`config.mk`:
```
export PLATFORM = sky130hd
export DESIGN_NAME = tone_detector
export DESIGN_NICKNAME = d
export VERILOG_FILES = /design/src/rtl/tone_detector.sv
export SDC_FILE = /design/constraint.sdc
export NUM_CORES = 1
export LEC_CHECK = 0
export CAP_MARGIN = 20
export CORE_MARGIN = 1
export CORE_UTILIZATION = 40
export CTS_BUF_LIST = sky130_fd_sc_hd__clkbuf_2
export CTS_CLUSTER_SIZE = 25
export DETAILED_ROUTE_END_ITERATION = 8
export SLEW_MARGIN = 0
export SYNTH_ARGS = -nofsm -noshare
export SYNTH_HDL_FRONTEND = slang
export SYNTH_SLANG_ARGS = --single-unit
```
`constraint.sdc`:
```
create_clock -name iCLK -period 4.9 [get_ports iCLK]
set_input_delay 0.98 -clock iCLK [delete_from_list [all_inputs] [get_ports iCLK]]
set_output_delay 0.98 -clock iCLK [all_outputs]
set_load 0.01 [all_outputs]
```
`src/rtl/tone_detector.sv`:
```
// Tone detector: measures the rise-to-rise period of an asynchronous square
// wave and reports a confirmed tone A / tone B identity.
module tone_detector #(
    parameter int unsigned CNT_W       = 20,
    parameter int unsigned PERIOD_A    = 113636,
    parameter int unsigned PERIOD_B    = 56818,
    parameter int unsigned TOL         = 1000,
    parameter int unsigned CONFIRM     = 4,
    parameter int unsigned TIMEOUT_CYC = 250000
) (
    input  logic             iCLK,
    input  logic             iRST_N,
    input  logic             iSOUND,
    output logic [CNT_W-1:0] oPERIOD,
    output logic             oPERIOD_STB,
    output logic             oTONE_VALID,
    output logic             oTONE_ID,
    output logic             oTIMEOUT
);

    localparam int unsigned MATCH_W = $clog2(CONFIRM + 1);

    typedef enum logic {
        WAIT_EDGE = 1'b0,
        MEASURE   = 1'b1
    } state_t;

    state_t             state, state_d;
    logic               s1, s2, s3;
    logic               rise;
    logic [CNT_W-1:0]   cnt, cnt_d;
    logic [CNT_W-1:0]   period_d;
    logic               stb_d, timeout_d, valid_d, id_d;
    logic [MATCH_W-1:0] match_cnt, match_d;
    logic               last_class, last_d;
    logic               hit_a, hit_b, cls_none, cls_b;

    // |p - nom| <= TOL, comparing before subtracting so the difference never wraps
    function automatic logic in_window(input logic [CNT_W-1:0] p, input logic [CNT_W-1:0] nom);
        logic [CNT_W-1:0] diff;
        diff = (p >= nom) ? (p - nom) : (nom - p);
        return diff <= CNT_W'(TOL);
    endfunction

    // Two-stage synchronizer plus edge-detect register
    always_ff @(posedge iCLK or negedge iRST_N) begin
        if (!iRST_N) begin
            s1 <= 1'b0;
            s2 <= 1'b0;
            s3 <= 1'b0;
        end else begin
            s1 <= iSOUND;
            s2 <= s1;
            s3 <= s2;
        end
    end

    assign rise = s2 & ~s3;

    // Classify the running count; only used on the cycle a rise closes a period
    always_comb begin
        hit_a    = in_window(cnt, CNT_W'(PERIOD_A));
        hit_b    = in_window(cnt, CNT_W'(PERIOD_B));
        cls_none = ~hit_a & ~hit_b;
        cls_b    = ~hit_a;
    end

    // State and datapath registers
    always_ff @(posedge iCLK or negedge iRST_N) begin
        if (!iRST_N) begin
            state       <= WAIT_EDGE;
            cnt         <= '0;
            oPERIOD     <= '0;
            oPERIOD_STB <= 1'b0;
            oTIMEOUT    <= 1'b0;
            oTONE_VALID <= 1'b0;
            oTONE_ID    <= 1'b0;
            match_cnt   <= '0;
            last_class  <= 1'b0;
        end else begin
            state       <= state_d;
            cnt         <= cnt_d;
            oPERIOD     <= period_d;
            oPERIOD_STB <= stb_d;
            oTIMEOUT    <= timeout_d;
            oTONE_VALID <= valid_d;
            oTONE_ID    <= id_d;
            match_cnt   <= match_d;
            last_class  <= last_d;
        end
    end

    // Next-state, period measurement, timeout and confirmation logic
    always_comb begin
        state_d   = state;
        cnt_d     = cnt;
        period_d  = oPERIOD;
        stb_d     = 1'b0;
        timeout_d = 1'b0;
        valid_d   = oTONE_VALID;
        id_d      = oTONE_ID;
        match_d   = match_cnt;
        last_d    = last_class;

        case (state)
            WAIT_EDGE: begin
                cnt_d = '0;
                if (rise) begin
                    cnt_d   = CNT_W'(1);
                    state_d = MEASURE;
                end
            end
            MEASURE: begin
                if (rise) begin
                    period_d = cnt;
                    stb_d    = 1'b1;
                    cnt_d    = CNT_W'(1);
                    if (cls_none) begin
                        match_d = '0;
                        valid_d = 1'b0;
                    end else if ((match_cnt == '0) || (cls_b != last_class)) begin
                        last_d  = cls_b;
                        match_d = MATCH_W'(1);
                        valid_d = (CONFIRM == 1);
                        if (CONFIRM == 1) begin
                            id_d = cls_b;
                        end
                    end else begin
                        if (match_cnt >= MATCH_W'(CONFIRM)) begin
                            match_d = MATCH_W'(CONFIRM);
                        end else begin
                            match_d = match_cnt + MATCH_W'(1);
                        end
                        if (match_d == MATCH_W'(CONFIRM)) begin
                            valid_d = 1'b1;
                            id_d    = cls_b;
                        end
                    end
                end else if (cnt == CNT_W'(TIMEOUT_CYC)) begin
                    timeout_d = 1'b1;
                    valid_d   = 1'b0;
                    match_d   = '0;
                    cnt_d     = '0;
                    state_d   = WAIT_EDGE;
                end else begin
                    cnt_d = cnt + CNT_W'(1);
                end
            end
            default: begin
                state_d = WAIT_EDGE;
                cnt_d   = '0;
            end
        endcase
    end

endmodule

```
; After elaboration in Yosys (flattened, before gate mapping)
; Index checks and enable logic that the tools add are counted.
[totals]
in_bits = 3
word_cells = 71
regBits = 52
[op_classes]
addsub = 6
n_lt_le_gt_ge = 5
bitwise = 8
eq_ne = 4
reduce_logical = 8
n_mux = 28
[op_table]
columns = op, count
row1 = 20-bit two-way mux, 4
row2 = 20-bit by 10-bit less-or-equal comparator with 1-bit output (second input constant), 2
row3 = 20-bit one-hot mux with 2 select lines, 1
row4 = 3-bit two-way mux, 9
row5 = 20-bit by 1-bit adder with 20-bit output (second input constant), 1
row6 = 20-bit by 18-bit equality test with 1-bit output (second input constant), 1
row7 = 20-bit by 16-bit greater-or-equal comparator with 1-bit output (second input constant), 1
row8 = 20-bit by 17-bit greater-or-equal comparator with 1-bit output (second input constant), 1
row9 = 16-bit by 20-bit subtractor with 20-bit output (first input constant), 1
row10 = 17-bit by 20-bit subtractor with 20-bit output (first input constant), 1
row11 = 20-bit by 16-bit subtractor with 20-bit output (second input constant), 1
row12 = 20-bit by 17-bit subtractor with 20-bit output (second input constant), 1
row13 = 1-bit two-way mux, 13
row14 = 1-bit inverter, 6
row15 = 5-bit AND reduction, 1
row16 = 4-bit by 1-bit inequality test with 1-bit output (second input constant), 1
row17 = 2-bit AND reduction, 2
row18 = 4-bit AND reduction, 1
row19 = 3-bit by 1-bit adder with 3-bit output (second input constant), 1
row20 = 3-bit equality test (second input constant), 1
row21 = 3-bit greater-or-equal comparator (second input constant), 1
row22 = 3-bit zero test, 1
row23 = 3-bit AND reduction, 1
row24 = 1-bit AND, 2
row25 = 4 further kinds, 4

; Longest topological paths before layout
[logic_depth]
depth_word = 15
depth_mapped = 14

; Worst setup path before layout
; OpenSTA, ideal clock, no wires.
[synth_path]
path_type = register -> register
startpoint = register cnt[3]
endpoint = register match_cnt[1]
path_stages_with_launch = 15
setup_time_ns = 0.096
setup_slack_ns = 1.633
arrival_time_ns = 3.172
cell_sequence = dfrtp_1 > buf_6 > clkinv_1 > ha_1 > nand2b_1 > a31oi_4 > o211a_4 > buf_6 > buf_6 > mux2i_1 > nor4_1 > nand4_1 > or4_4 > mux2_2 > o32ai_2
[synth_between]
elab_chain_cells = 9
[synth_rtl]
columns = item, line
row1 = from (decl), 31  ; logic [CNT_W-1:0] cnt, cnt_d;
row2 = from (signal assigned), 82  ; cnt <= cnt_d;
row3 = "17-bit by 20-bit subtractor with 20-bit output, or another cell as far along", 41  ; diff = (p >= nom) ? (p - nom) : (nom - p);
row4 = 20-bit two-way mux, 41
row5 = 20-bit by 10-bit less-or-equal comparator with 1-bit output, 42  ; return diff <= CNT_W'(TOL);
row6 = 1-bit inverter, "64, 65"
row7 = 1-bit inequality test, 121  ; end else if ((match_cnt == '0) || (cls_b != last_class)) begin
row8 = 1-bit logical OR, 121
row9 = 3-bit two-way mux, 121
row10 = 3-bit two-way mux, 118  ; if (cls_none) begin
row11 = 3-bit two-way mux, 114  ; if (rise) begin
row12 = to (signal assigned), 88  ; match_cnt <= match_d;
row13 = to (decl), 34  ; logic [MATCH_W-1:0] match_cnt, match_d;
; Several ways; a longest one is shown, not always the timed one.
; A chain may end at the register's enable or synchronous reset.

; Worst setup path after layout
[layout_path]
startpoint = register cnt[12]
endpoint = register match_cnt[0]
; Same word-level chain as after synthesis.

==> impl_metrics.csv <==
group,metric,value,unit
timing,finalHoldViolCount,0,
timing,slew_violations,0,
global_route,grt_pass1_vias,3571,
timing,final.setup.tns,0,ns
die,pin_count,27,
final_layout,fillerInstances,988,
min_path,hold_class,"reg2reg",
timing,relSlewSlack,39.62,%
critical_path,cp-end-kind,"flip-flop",
timing,finClkSkew,0.008978,ns
timing,setup_viol,0,
die,die_w,103.5,um
final_layout,nets,498,
final_layout,synthToLayoutAreaGrowth,7.774,%
timing,timing.final.ws_setup,1.131,ns
timing,rsz0062_at_grt,"no",
global_route,grt_overflow_total,0,
die,start_util,41.77,%
final_layout,drive_gt1_share,9.544,%
clocking,cts_setup_buffers,0,
critical_path,cp.arrival,4.14,ns
routing,drc,0,
placement,hpwlAfterDp,7826,um
clocking,root_buffer,"clkbuf_2",
final_layout,layout_commonest_cell,"dfrtp_1",
synth,mappedNetlistArea,4120,um2
placement,place_ws,1.193,ns
synth,synth-edff-count,0,
routing,drt_iter0_drc,351,
min_path,worst_hold_path.num_cells,0,
clocking,clock_latency,0.44,ns
routing,dr.pass1.iters,5,
final_layout,antenna_cells,0,
global_route,met2_usage,35.71,%
critical_path,start_kind,"flip-flop",
critical_path,worstReg2RegStart,"cnt[12]",
synth,synth_async_sr_flop_share,100.0,%
die,rows,36,
final_layout,seq_area,1301,um2
critical_path,cp.required,5.27,ns
clocking,hold_buffers,0,
placement,gp_congestion,0.9545,
routing,viasPerCell,5.997,
synth,synth_cell_type_count,75,
routing,wl,11200,um
timing,finalCriticalPeriod,3.769,ns
min_path,min_from,"s1",
routing,antenna_left,0,
die,die_h,103.5,um
power_and_ir_drop,p_leak,1.806,nW
final_layout,layout_common_cells,"dfrtp_1, nand2_1, nor2_1, o21ai_0, clkdlybuf4s50_1",
timing,fin_crit_sh,76.92,%
global_route,antenna_found_initial,0,
synth,seq_area_frac_synth,31.58,%
synth,synth_nets,496,
synth,yosys_most_used_dff,"dfrtp_1",
global_route,grtUsageTotal,22.85,%
clocking,cts-buffers-inserted,5,
final_layout,final_cell_area,4441,um2
global_route,grt_use_met1,31.99,%
global_route,met3_usage,3.293,%
critical_path,r2r-end,"match_cnt[0]",
final_layout,multi_input_area,2546,um2
global_route,busiest_layer,"met2",
global_route,grt_pass1_wl,18740,um
power_and_ir_drop,irDropWorstVdd,0.1409,mV
synth,synth_warnings,0,
clocking,cts_buffer_depth,2,
clocking,h-tree-depth,2,
final_layout,utilization,45.02,%
routing,num_vias,3688,
die,die-area,10710,um2
synth,syn_area_per_cell,8.602,um2
power_and_ir_drop,p_total,1.095,mW
clocking,clock-sinks,52,
placement,placed_cell_area,4378,um2
clocking,cts.clk_slew.worst_paths,0.25,ns
final_layout,fin_cells,615,
synth,synth-seq-cells,52,
critical_path,reg2regPathDepth,10,
min_path,holdPathEnd,"s2",
clocking,cts_tree,"yes",
timing,hold_slack,0.3868,ns
timing,worst_pin_slew,0.9031,ns
status,status,"complete, no violations",
clocking,cts_resized,0,
routing,avgRoutedWirePerCell,18.21,um
power_and_ir_drop,p_per_area,246.6,nW/um2
synth,synthCells,479,
job,max_cap_viol_count,0,
global_route,grt_max_degree,53,
die,coreArea,9864,um2
placement,io_buffers,26,
timing,fmax,265.3,MHz
critical_path,reg2reg_slack,1.13,ns
placement,dp_cells,607,
critical_path,cp_max_fo,16,
critical_path,criticalPathCategory,"reg2reg",
## cells by family (layout without fill, tap and decap cells)
| logic type | after synthesis | count (layout) | share of synthesized area (%) |
|---|---|---|---|
| AND/OR/NAND/NOR | 176 | 176 | 22.29 |
| AO/OA/AOI/OAI | 123 | 123 | 21.50 |
| flip-flops | 52 | 52 | 31.58 |
| multiplexers | 20 | 20 | 5.254 |
| buffers and inverters | 54 | 57 | 6.620 |
| XOR/XNOR | 40 | 40 | 8.503 |
| adder cells (fa/ha/maj) | 14 | 14 | 4.251 |
## worst max-delay path, cell delays in order, from the launching register on
cell and delay [ns]:
dfrtp_1 0.74, nand3_1 0.41, or4_4 0.65, nor2_2 0.40, nor2_1 0.20, xnor2_1 0.19
a2111oi_2 0.39, nand4_1 0.22, nand2_2 0.17, nor3_1 0.06, o32ai_1 0.26
## where the power goes
part           internal, mW  switching [mW]  leakage, nW
clock network        0.0830           0.137       0.0380
registers             0.456          0.0338        0.703
logic                 0.150           0.236         1.07
total                 0.688           0.407         1.81
## cell type report
type	count	share of cell area, %
multi-input cells	373	57.34
repair buffers	32	6.762
inverters	17	1.437
clock inverters	3	0.8453
clock buffers	5	0.5635
flip-flops and latches	52	29.30
well taps	133	3.748
## routing by layer
layer,vias up,wire length (um)
met2,169,5071
li1,1733,-
met3,26,698
met1,1760,5136
met4,0,291
met5,-,0
## cells in the mapped netlist (all sizes together), types with 3 or more instances
master / instances / share of area [%]
a21o: 3 / 0.55
a21oi: 20 / 2.4
a22oi: 3 / 0.67
a31oi: 11 / 2.4
and3: 6 / 0.91
buf: 17 / 3.2
clkbuf: 20 / 1.8
clkinv: 4 / 0.36
dfrtp: 52 / 32
ha: 14 / 4.3
inv: 13 / 1.2
mux2: 13 / 3.6
mux2i: 7 / 1.7
nand2: 48 / 4.6
nand2b: 6 / 0.91
nand3: 19 / 2.3
nand4: 8 / 1.2
nand4b: 4 / 0.85
nor2: 42 / 3.9
nor3: 13 / 1.6
nor4: 6 / 1.6
o211ai: 4 / 0.73
o21ai: 33 / 4.0
o22a: 3 / 0.64
o22ai: 9 / 1.4
o311ai: 4 / 0.85
o31ai: 3 / 0.55
o32ai: 3 / 1.0
o41ai: 4 / 1.0
or2: 3 / 0.46
or3: 7 / 1.1
or4: 3 / 0.73
xnor2: 23 / 4.9
xor2: 17 / 3.6
## sequential cells by signal, indices dropped and copies added, names as in the netlist
signal / count
s1: 1
oTONE_VALID: 1
cnt: 20
state: 1
oTIMEOUT: 1
s2: 1
last_class: 1
s3: 1
oTONE_ID: 1
oPERIOD_STB: 1
oPERIOD: 20
match_cnt: 3
## how the worst max path moves through the flow
stage,startpoint,end,slack [ns],cells past startpoint
floorplan,cnt[3],match_cnt[1],1.63,14
global placement,cnt[12],match_cnt[1],1.25,10
detailed placement,cnt[12],match_cnt[0],1.19,10
CTS,cnt[12],match_cnt[0],1.16,10
global route,cnt[12],match_cnt[2],0.84,10
finish,cnt[12],match_cnt[0],1.13,10
Power figures use the tool's default switching activity.
